File: src/rtl/new_means_divider_seq.sv
// Centroid update sequencer: for each cluster, divides the 7 coordinate sums by the point count
// with 7 parallel restoring dividers and presents the saturated quotient with a valid strobe.
module new_means_divider_seq #(
  parameter int unsigned centroid_num     = 8,
  parameter int unsigned accum_cord_width = 22,
  parameter int unsigned accum_width      = 7 * 22,
  parameter int unsigned cordinate_width  = 13,
  parameter int unsigned dataWidth        = 91,
  parameter int unsigned count_width      = 10
) (
  input  logic                   clk,
  input  logic                   rst_n,
  input  logic                   start,
  output logic                   busy,
  output logic                   done,
  output logic                   conv_clear_n,
  output logic [2:0]             acc_rd_addr,
  input  logic [accum_width-1:0] acc_rd_data,
  input  logic [count_width-1:0] cnt_rd_data,
  output logic [dataWidth-1:0]   new_centroid,
  output logic [2:0]             cent_num,
  output logic                   divide_by_0,
  output logic                   convergence_reg_en
);

  localparam int unsigned NCoord = 7;
  localparam int unsigned AW     = accum_cord_width;
  localparam int unsigned CW     = cordinate_width;
  localparam int unsigned IW     = $clog2(AW + 1);

  localparam logic [AW-1:0] PosMax = AW'((1 << (CW - 1)) - 1);
  localparam logic [AW-1:0] NegMag = AW'(1 << (CW - 1));
  localparam logic [2:0]    LastIdx = 3'(centroid_num - 1);

  typedef enum logic [2:0] {StIdle, StFetch, StLoad, StDiv, StPresent, StDone} state_e;

  state_e                               state_q, state_d;
  logic [2:0]                           idx_q, idx_d;
  logic [IW-1:0]                        iter_q, iter_d;
  logic [count_width-1:0]               divisor_q, divisor_d;
  logic [NCoord-1:0]                    sign_q, sign_d;
  logic [NCoord-1:0][count_width-1:0]   rem_q, rem_d;
  logic [NCoord-1:0][AW-1:0]            quo_q, quo_d;
  logic [dataWidth-1:0]                 cent_q, cent_d;
  logic [2:0]                           num_q, num_d;
  logic                                 dz_q, dz_d;
  logic                                 clr_n_q, clr_n_d;

  logic [NCoord-1:0][count_width:0]     trial, diff;
  logic [NCoord-1:0][count_width-1:0]   step_rem;
  logic [NCoord-1:0][AW-1:0]            step_quo;
  logic [NCoord-1:0][AW-1:0]            acc_coord;

  // Magnitude in, sign applied afterwards; bounds are asymmetric for two's complement.
  function automatic logic [CW-1:0] saturate(input logic neg, input logic [AW-1:0] mag);
    logic [CW-1:0] res;
    if (!neg) res = (mag > PosMax) ? PosMax[CW-1:0] : mag[CW-1:0];
    else      res = (mag > NegMag) ? NegMag[CW-1:0] : CW'(0) - mag[CW-1:0];
    return res;
  endfunction

  // One restoring step per lane: shift the next dividend bit into the remainder.
  always_comb begin
    for (int k = 0; k < NCoord; k++) begin
      acc_coord[k] = acc_rd_data[k*AW +: AW];
      trial[k]     = {rem_q[k], quo_q[k][AW-1]};
      diff[k]      = trial[k] - {1'b0, divisor_q};
      if (trial[k] >= {1'b0, divisor_q}) begin
        step_rem[k] = diff[k][count_width-1:0];
        step_quo[k] = {quo_q[k][AW-2:0], 1'b1};
      end else begin
        step_rem[k] = trial[k][count_width-1:0];
        step_quo[k] = {quo_q[k][AW-2:0], 1'b0};
      end
    end
  end

  always_comb begin
    state_d   = state_q;
    idx_d     = idx_q;
    iter_d    = iter_q;
    divisor_d = divisor_q;
    sign_d    = sign_q;
    rem_d     = rem_q;
    quo_d     = quo_q;
    cent_d    = cent_q;
    num_d     = num_q;
    dz_d      = dz_q;
    clr_n_d   = 1'b1;

    case (state_q)
      StIdle: begin
        if (start) begin
          state_d = StFetch;
          idx_d   = 3'd0;
          num_d   = 3'd0;
          clr_n_d = 1'b0;
        end
      end
      StFetch: state_d = StLoad;
      StLoad: begin
        divisor_d = cnt_rd_data;
        if (cnt_rd_data == '0) begin
          state_d = StPresent;
          cent_d  = '0;
          dz_d    = 1'b1;
          num_d   = idx_q;
        end else begin
          state_d = StDiv;
          iter_d  = IW'(AW);
          for (int k = 0; k < NCoord; k++) begin
            sign_d[k] = acc_coord[k][AW-1];
            quo_d[k]  = acc_coord[k][AW-1] ? AW'(0) - acc_coord[k] : acc_coord[k];
            rem_d[k]  = '0;
          end
        end
      end
      StDiv: begin
        rem_d  = step_rem;
        quo_d  = step_quo;
        iter_d = iter_q - IW'(1);
        if (iter_q == IW'(1)) begin
          state_d = StPresent;
          dz_d    = 1'b0;
          num_d   = idx_q;
          for (int k = 0; k < NCoord; k++) begin
            cent_d[k*CW +: CW] = saturate(sign_q[k], step_quo[k]);
          end
        end
      end
      StPresent: begin
        if (idx_q == LastIdx) begin
          state_d = StDone;
        end else begin
          idx_d   = idx_q + 3'd1;
          state_d = StFetch;
        end
      end
      StDone:  state_d = StIdle;
      default: state_d = StIdle;
    endcase
  end

  always_ff @(posedge clk) begin
    if (!rst_n) begin
      state_q   <= StIdle;
      idx_q     <= '0;
      iter_q    <= '0;
      divisor_q <= '0;
      sign_q    <= '0;
      rem_q     <= '0;
      quo_q     <= '0;
      cent_q    <= '0;
      num_q     <= '0;
      dz_q      <= 1'b0;
      clr_n_q   <= 1'b1;
    end else begin
      state_q   <= state_d;
      idx_q     <= idx_d;
      iter_q    <= iter_d;
      divisor_q <= divisor_d;
      sign_q    <= sign_d;
      rem_q     <= rem_d;
      quo_q     <= quo_d;
      cent_q    <= cent_d;
      num_q     <= num_d;
      dz_q      <= dz_d;
      clr_n_q   <= clr_n_d;
    end
  end

  assign busy               = (state_q != StIdle);
  assign done               = (state_q == StDone);
  assign convergence_reg_en = (state_q == StPresent);
  assign conv_clear_n       = clr_n_q;
  assign acc_rd_addr        = idx_q;
  assign new_centroid       = cent_q;
  assign cent_num           = num_q;
  assign divide_by_0        = dz_q;

endmodule

File: config.mk
export PLATFORM = sky130hd
export DESIGN_NAME = new_means_divider_seq
export DESIGN_NICKNAME = d
export VERILOG_FILES = /design/src/rtl/new_means_divider_seq.sv
export SDC_FILE = /design/constraint.sdc
export NUM_CORES = 1
export LEC_CHECK = 0
export BUFFER_PORTS_ARGS = -buffer_cell sky130_fd_sc_hd__buf_2
export CORE_ASPECT_RATIO = 0.75
export CORE_MARGIN = 4
export CORE_UTILIZATION = 59
export DETAILED_ROUTE_END_ITERATION = 8
export PLACE_DENSITY_LB_ADDON = 0.15
export SLEW_MARGIN = 15
export SYNTH_ARGS = -nofsm -noshare
export SYNTH_HDL_FRONTEND = slang
export SYNTH_SLANG_ARGS = --single-unit
export TNS_END_PERCENT = 30
File: constraint.sdc
create_clock -name clk -period 5.4 [get_ports clk]
set_input_delay 0.54 -clock clk [delete_from_list [all_inputs] [get_ports clk]]
set_output_delay 0.54 -clock clk [all_outputs]
set_load 0.01 [all_outputs]
* After elaboration in Yosys (flattened, before gate mapping)
Index checks and enable logic that the tools add are counted.
Word-level totals: flip-flop bits (word level) 348, output and inout port bits 102, word-level logic and storage cells 159
Cells by class: $add $sub $neg 23, magnitude comparators 21, eq/ne operators 12, multiplexer cells 66, bitwise operators 1, reduce and logical (&&, ||, !) cells 13
Operators by type and width (number):
- $pmux 154 s2 | 1
- $mux 13 | 21
- $mux 91 | 2
- $pmux 91 s2 | 1
- $gt 22x12->1 const B | 7
- $gt 22x13->1 const B | 7
- $mux 154 | 1
- $mux 22 | 7
- $sub 1x22->22 const A | 7
- $pmux 70 s2 | 1
- $sub 1x13->13 const A | 7
- $ge 11x10->1 | 7
- $mux 10 | 7
- $mux 70 | 1
- $sub 10x10->10 | 7
- $mux 3 | 8
- $pmux 3 s5 | 1
- $logic_not 10->1 | 1
- $mux 1 | 10
- $ne 2x2->1 const B | 5
- $pmux 5 s2 | 1
- $eq 3x3->1 const B | 3
- $pmux 3 s3 | 1
- $reduce_and 2->1 | 4
- other kinds (14) | 18

* Longest topological paths before layout
depth after elaboration 7, gate-level depth with buffers 18, depth with buffers taken out 16

* Least setup slack after synthesis
Ideal clock, no wire load.
path type register to register, start point register divisor_q[1], end point register cent_q[44], in the netlist new_centroid[44], library setup time 0.058 ns, data arrival time 4.221 ns, data required time 5.342 ns, setup slack 1.122 ns, cell stages (with the launch flop) 17, clock period less this slack 4.278 ns, path through dfxtp_1 inv_1 ha_1 nand2_1 o21ai_0 a21oi_1 o21ai_1 clkinv_1 clkbuf_1 ha_1 or4b_4 or4_4 or3_4 a31oi_4 nand2_4 a221oi_2 a21o_1
On the way: word-level cells in the longest chain between the ends 7, elaborated cells between the ends (all ways) 10
RTL lines:
- start: declaration | line 40 | logic [count_width-1:0] divisor_q, divisor_d;
- start signal: assignment | line 161 | divisor_q <= divisor_d;
- $ge 11x10->1 (*) | line 68 | if (trial[k] >= {1'b0, divisor_q}) begin
- $mux 1 (*) | line 68
- $gt 22x12->1, or another cell as far along | line 57 | if (!neg) res = (mag > PosMax) ? PosMax[CW-1:0] : mag[CW-1:0];
- $mux 13, on equally long branches | line 57, 58
- $mux 13 (*) | line 57
- $mux 91 (*) | line 122 | if (iter_q == IW'(1)) begin
- $pmux 91 s2 (*) | line 91 | case (state_q)
- end signal: assignment | line 165 | cent_q <= cent_d;
- end: declaration | line 44 | logic [dataWidth-1:0] cent_q, cent_d;
Every way passes the cells marked *; elsewhere a longest branch is shown, timed or not. The select of a mux whose other input is x is not followed. A chain may end at the register's enable or synchronous reset.

* Worst setup path in the final report
start point register divisor_q[8], end point register cent_q[89], in the netlist new_centroid[89]
Same word-level chain as after synthesis.

==> reports/summary.txt <==
outcome - completed
Cell Pwr Density - 335 nW/um2
crit end category - flip-flop
Synth area leader - dfxtp_1
Starting DRT DRC Count - 2257
Final Cycle Share - 0.887
Post-synth top flop - dfxtp_1
GRT Overall Usage - 0.331
Mapped Cells - 2802
Synth top cells by count - nand2_1, dfxtp_1, a21oi_1, nor2_1, o21ai_0
max-slew violations - 0
sequential cell area - 6970 um2
Clock Latency Late Sink - 0.54 ns
Leak - 0.00938 uW
kind of critical path - flip-flop to flip-flop
crit path time final - 4.79 ns
TritonCTS clock tree - built
largest net degree at the start of global routing - 186
Initial Util - 0.602
Yosys cell types - 81
Async SR Flop Fraction - 0
H-tree depth - 2
RSZ-0062 raised after global routing - false
maxcap violations - 0
gp weighted congestion - 0.976
total design power - 8230 uW
reg-to-reg setup timing slack - 0.61 ns
Syn Nets - 3064
share of cells above drive strength 1 - 0.135
core box area - 36000 um2
CP Max Fanout - 14
DP HPWL - 49800 um
synthesized area per cell - 7.74 um2
setup repair bufs after CTS - 0
Max Clk Rate - 209 MHz
Die H - 174 um
vias per cell - 6.56
first-pass GRT wire length - 111000 um
endpoints failing hold - 0
Num CTS Buffers - 38
measured slew at the worst slew-check pin - 1.14 ns
Routed WL - 70200 um
top cells by area, synth - dfxtp_1, nand2_1, a21oi_1
cell with the most instances after synthesis - nand2_1
routed len/inst - 20.3 um
DIE AREA - 39900 um2
Die X - 229 um
CTS max path bufs - 3
Post-route DRC - 0
Max IR drop VDD - 0.274 mV
HP Class - input pin to flip-flop
Setup TNS - 0 ns
area occupied by multi-input gates - 13800 um2
fin nets - 3233
CP arrival - 5.25 ns
clk sinks - 348
number of detailed-route iterations in the first pass - 6
initial antenna violation count - 5
Area growth, synth to finish - 13.1%
CP startpoint kind - flip-flop
Worst Path Required - 5.86 ns
root cell of the clock tree - clkbuf_16
EDFF count, synth - 0
grt total ovfl - 0
io pins - 269
Seq cells post-synth - 348
vias in the first global route - 21053
CTS resizes - 0
register area share after synthesis - 0.321
synth warn - 0
clock skew - 0.0162 ns
hold buffers post-CTS - 0
post-synthesis instance area - 21700 um2
Setup Viol. Count Final - 0
Via Count - 22706
Slew headroom - 0.231
Std-Cell Rows - 60
Filler Cells Inserted - 3079
clk slew on worst S/H paths - 0.07 ns
Buffers on Ports - 268
Routed Antenna Nets - 0
post-synth top area share - 0.321
[final cells by class]
cell class / instances / area share
Timing Repair Buffer: 298 / 0.0649
Inverter: 73 / 0.0114
Antenna cell: 2 / 0.000204
Clock inverter: 21 / 0.00995
Tap cell: 465 / 0.0237
Sequential cell: 348 / 0.284
Multi-Input combinational cell: 2212 / 0.564
Clock buffer: 44 / 0.0422
[placed cells by master, fill, tap and decap left out, drive strengths merged, types with 31 or more instances in the layout]
| cell type | n |
|---|---|
| a21oi | 267 |
| a221oi | 44 |
| a22oi | 119 |
| a31oi | 36 |
| buf | 298 |
| clkbuf | 44 |
| dfxtp | 348 |
| ha | 88 |
| inv | 72 |
| nand2 | 360 |
| nand2b | 32 |
| nand3 | 45 |
| nor2 | 223 |
| nor2b | 32 |
| nor3 | 68 |
| nor4 | 33 |
| o21ai | 196 |
| o31ai | 53 |
| or3 | 31 |
| or4 | 39 |
| xnor2 | 105 |
| xor2 | 73 |
[power breakdown]
part	internal [uW]	switching, uW	total (uW)
clock	1610	1120	2730
combinational	970	1660	2630
sequential	2680	179	2860
[worst max-delay path, stage by stage (launching register included)]
cell and delay [ns]:
dfxtp_1 0.31, inv_1 0.45, ha_1 0.39, a21oi_1 0.21
nor2_1 0.07, nor4_1 0.40, nand2_1 0.10, buf_4 0.21
inv_1 0.16, ha_1 0.22, nor3b_1 0.36, nand2_1 0.23
or4_1 0.51, a311oi_2 0.61, o21ai_0 0.23, a211oi_1 0.26
[stage by stage]
stage	instance area, um2	hold slack, ns	instances	util	setup WS (ns)
floorplan	21700	0.435	2802	-	1.12
global placement	23200	0.437	3396	0.645	0.911
detailed placement	23200	0.444	3396	0.645	0.734
CTS	24500	0.262	3461	0.680	0.695
global route	24500	0.287	3463	0.680	0.223
finish	24500	0.280	3463	0.680	0.611
[state kept, by name, summed over array words and instances (netlist names), 3 cells and up]
name,count
sign_q,7
new_centroid,91
state_q,3
rem_q,70
divisor_q,10
cent_num,3
iter_q,5
acc_rd_addr,3
quo_q,154
[cell families after synthesis]
logic type | share of synthesized area
AO/OA/AOI/OAI | 0.281
XOR/XNOR | 0.0719
adder cells (fa/ha/maj) | 0.0573
buffers and inverters | 0.0432
flip-flops | 0.321
multiplexers | 0.0125
AND/OR/NAND/NOR | 0.212
[routing by layer]
| metal | vias to the layer above | track usage | wire, um |
|---|---|---|---|
| met5 | - | 0 | 41 |
| met4 | 6 | 0.113 | 2450 |
| met3 | 170 | 0.0637 | 6180 |
| met2 | 1026 | 0.533 | 31900 |
| met1 | 10834 | 0.448 | 29500 |
| li1 | 10670 | - | - |
[final timing paths]
kind	cells past startpoint	end	start
worst max-delay path	15	new_centroid[89]	divisor_q[8]
worst min-delay path	3	quo_q[129]	acc_rd_data[129]
worst max register to register	15	new_centroid[89]	divisor_q[8]
worst min register to register	2	new_centroid[86]	new_centroid[86]
(Power assumes the default switching activity.)
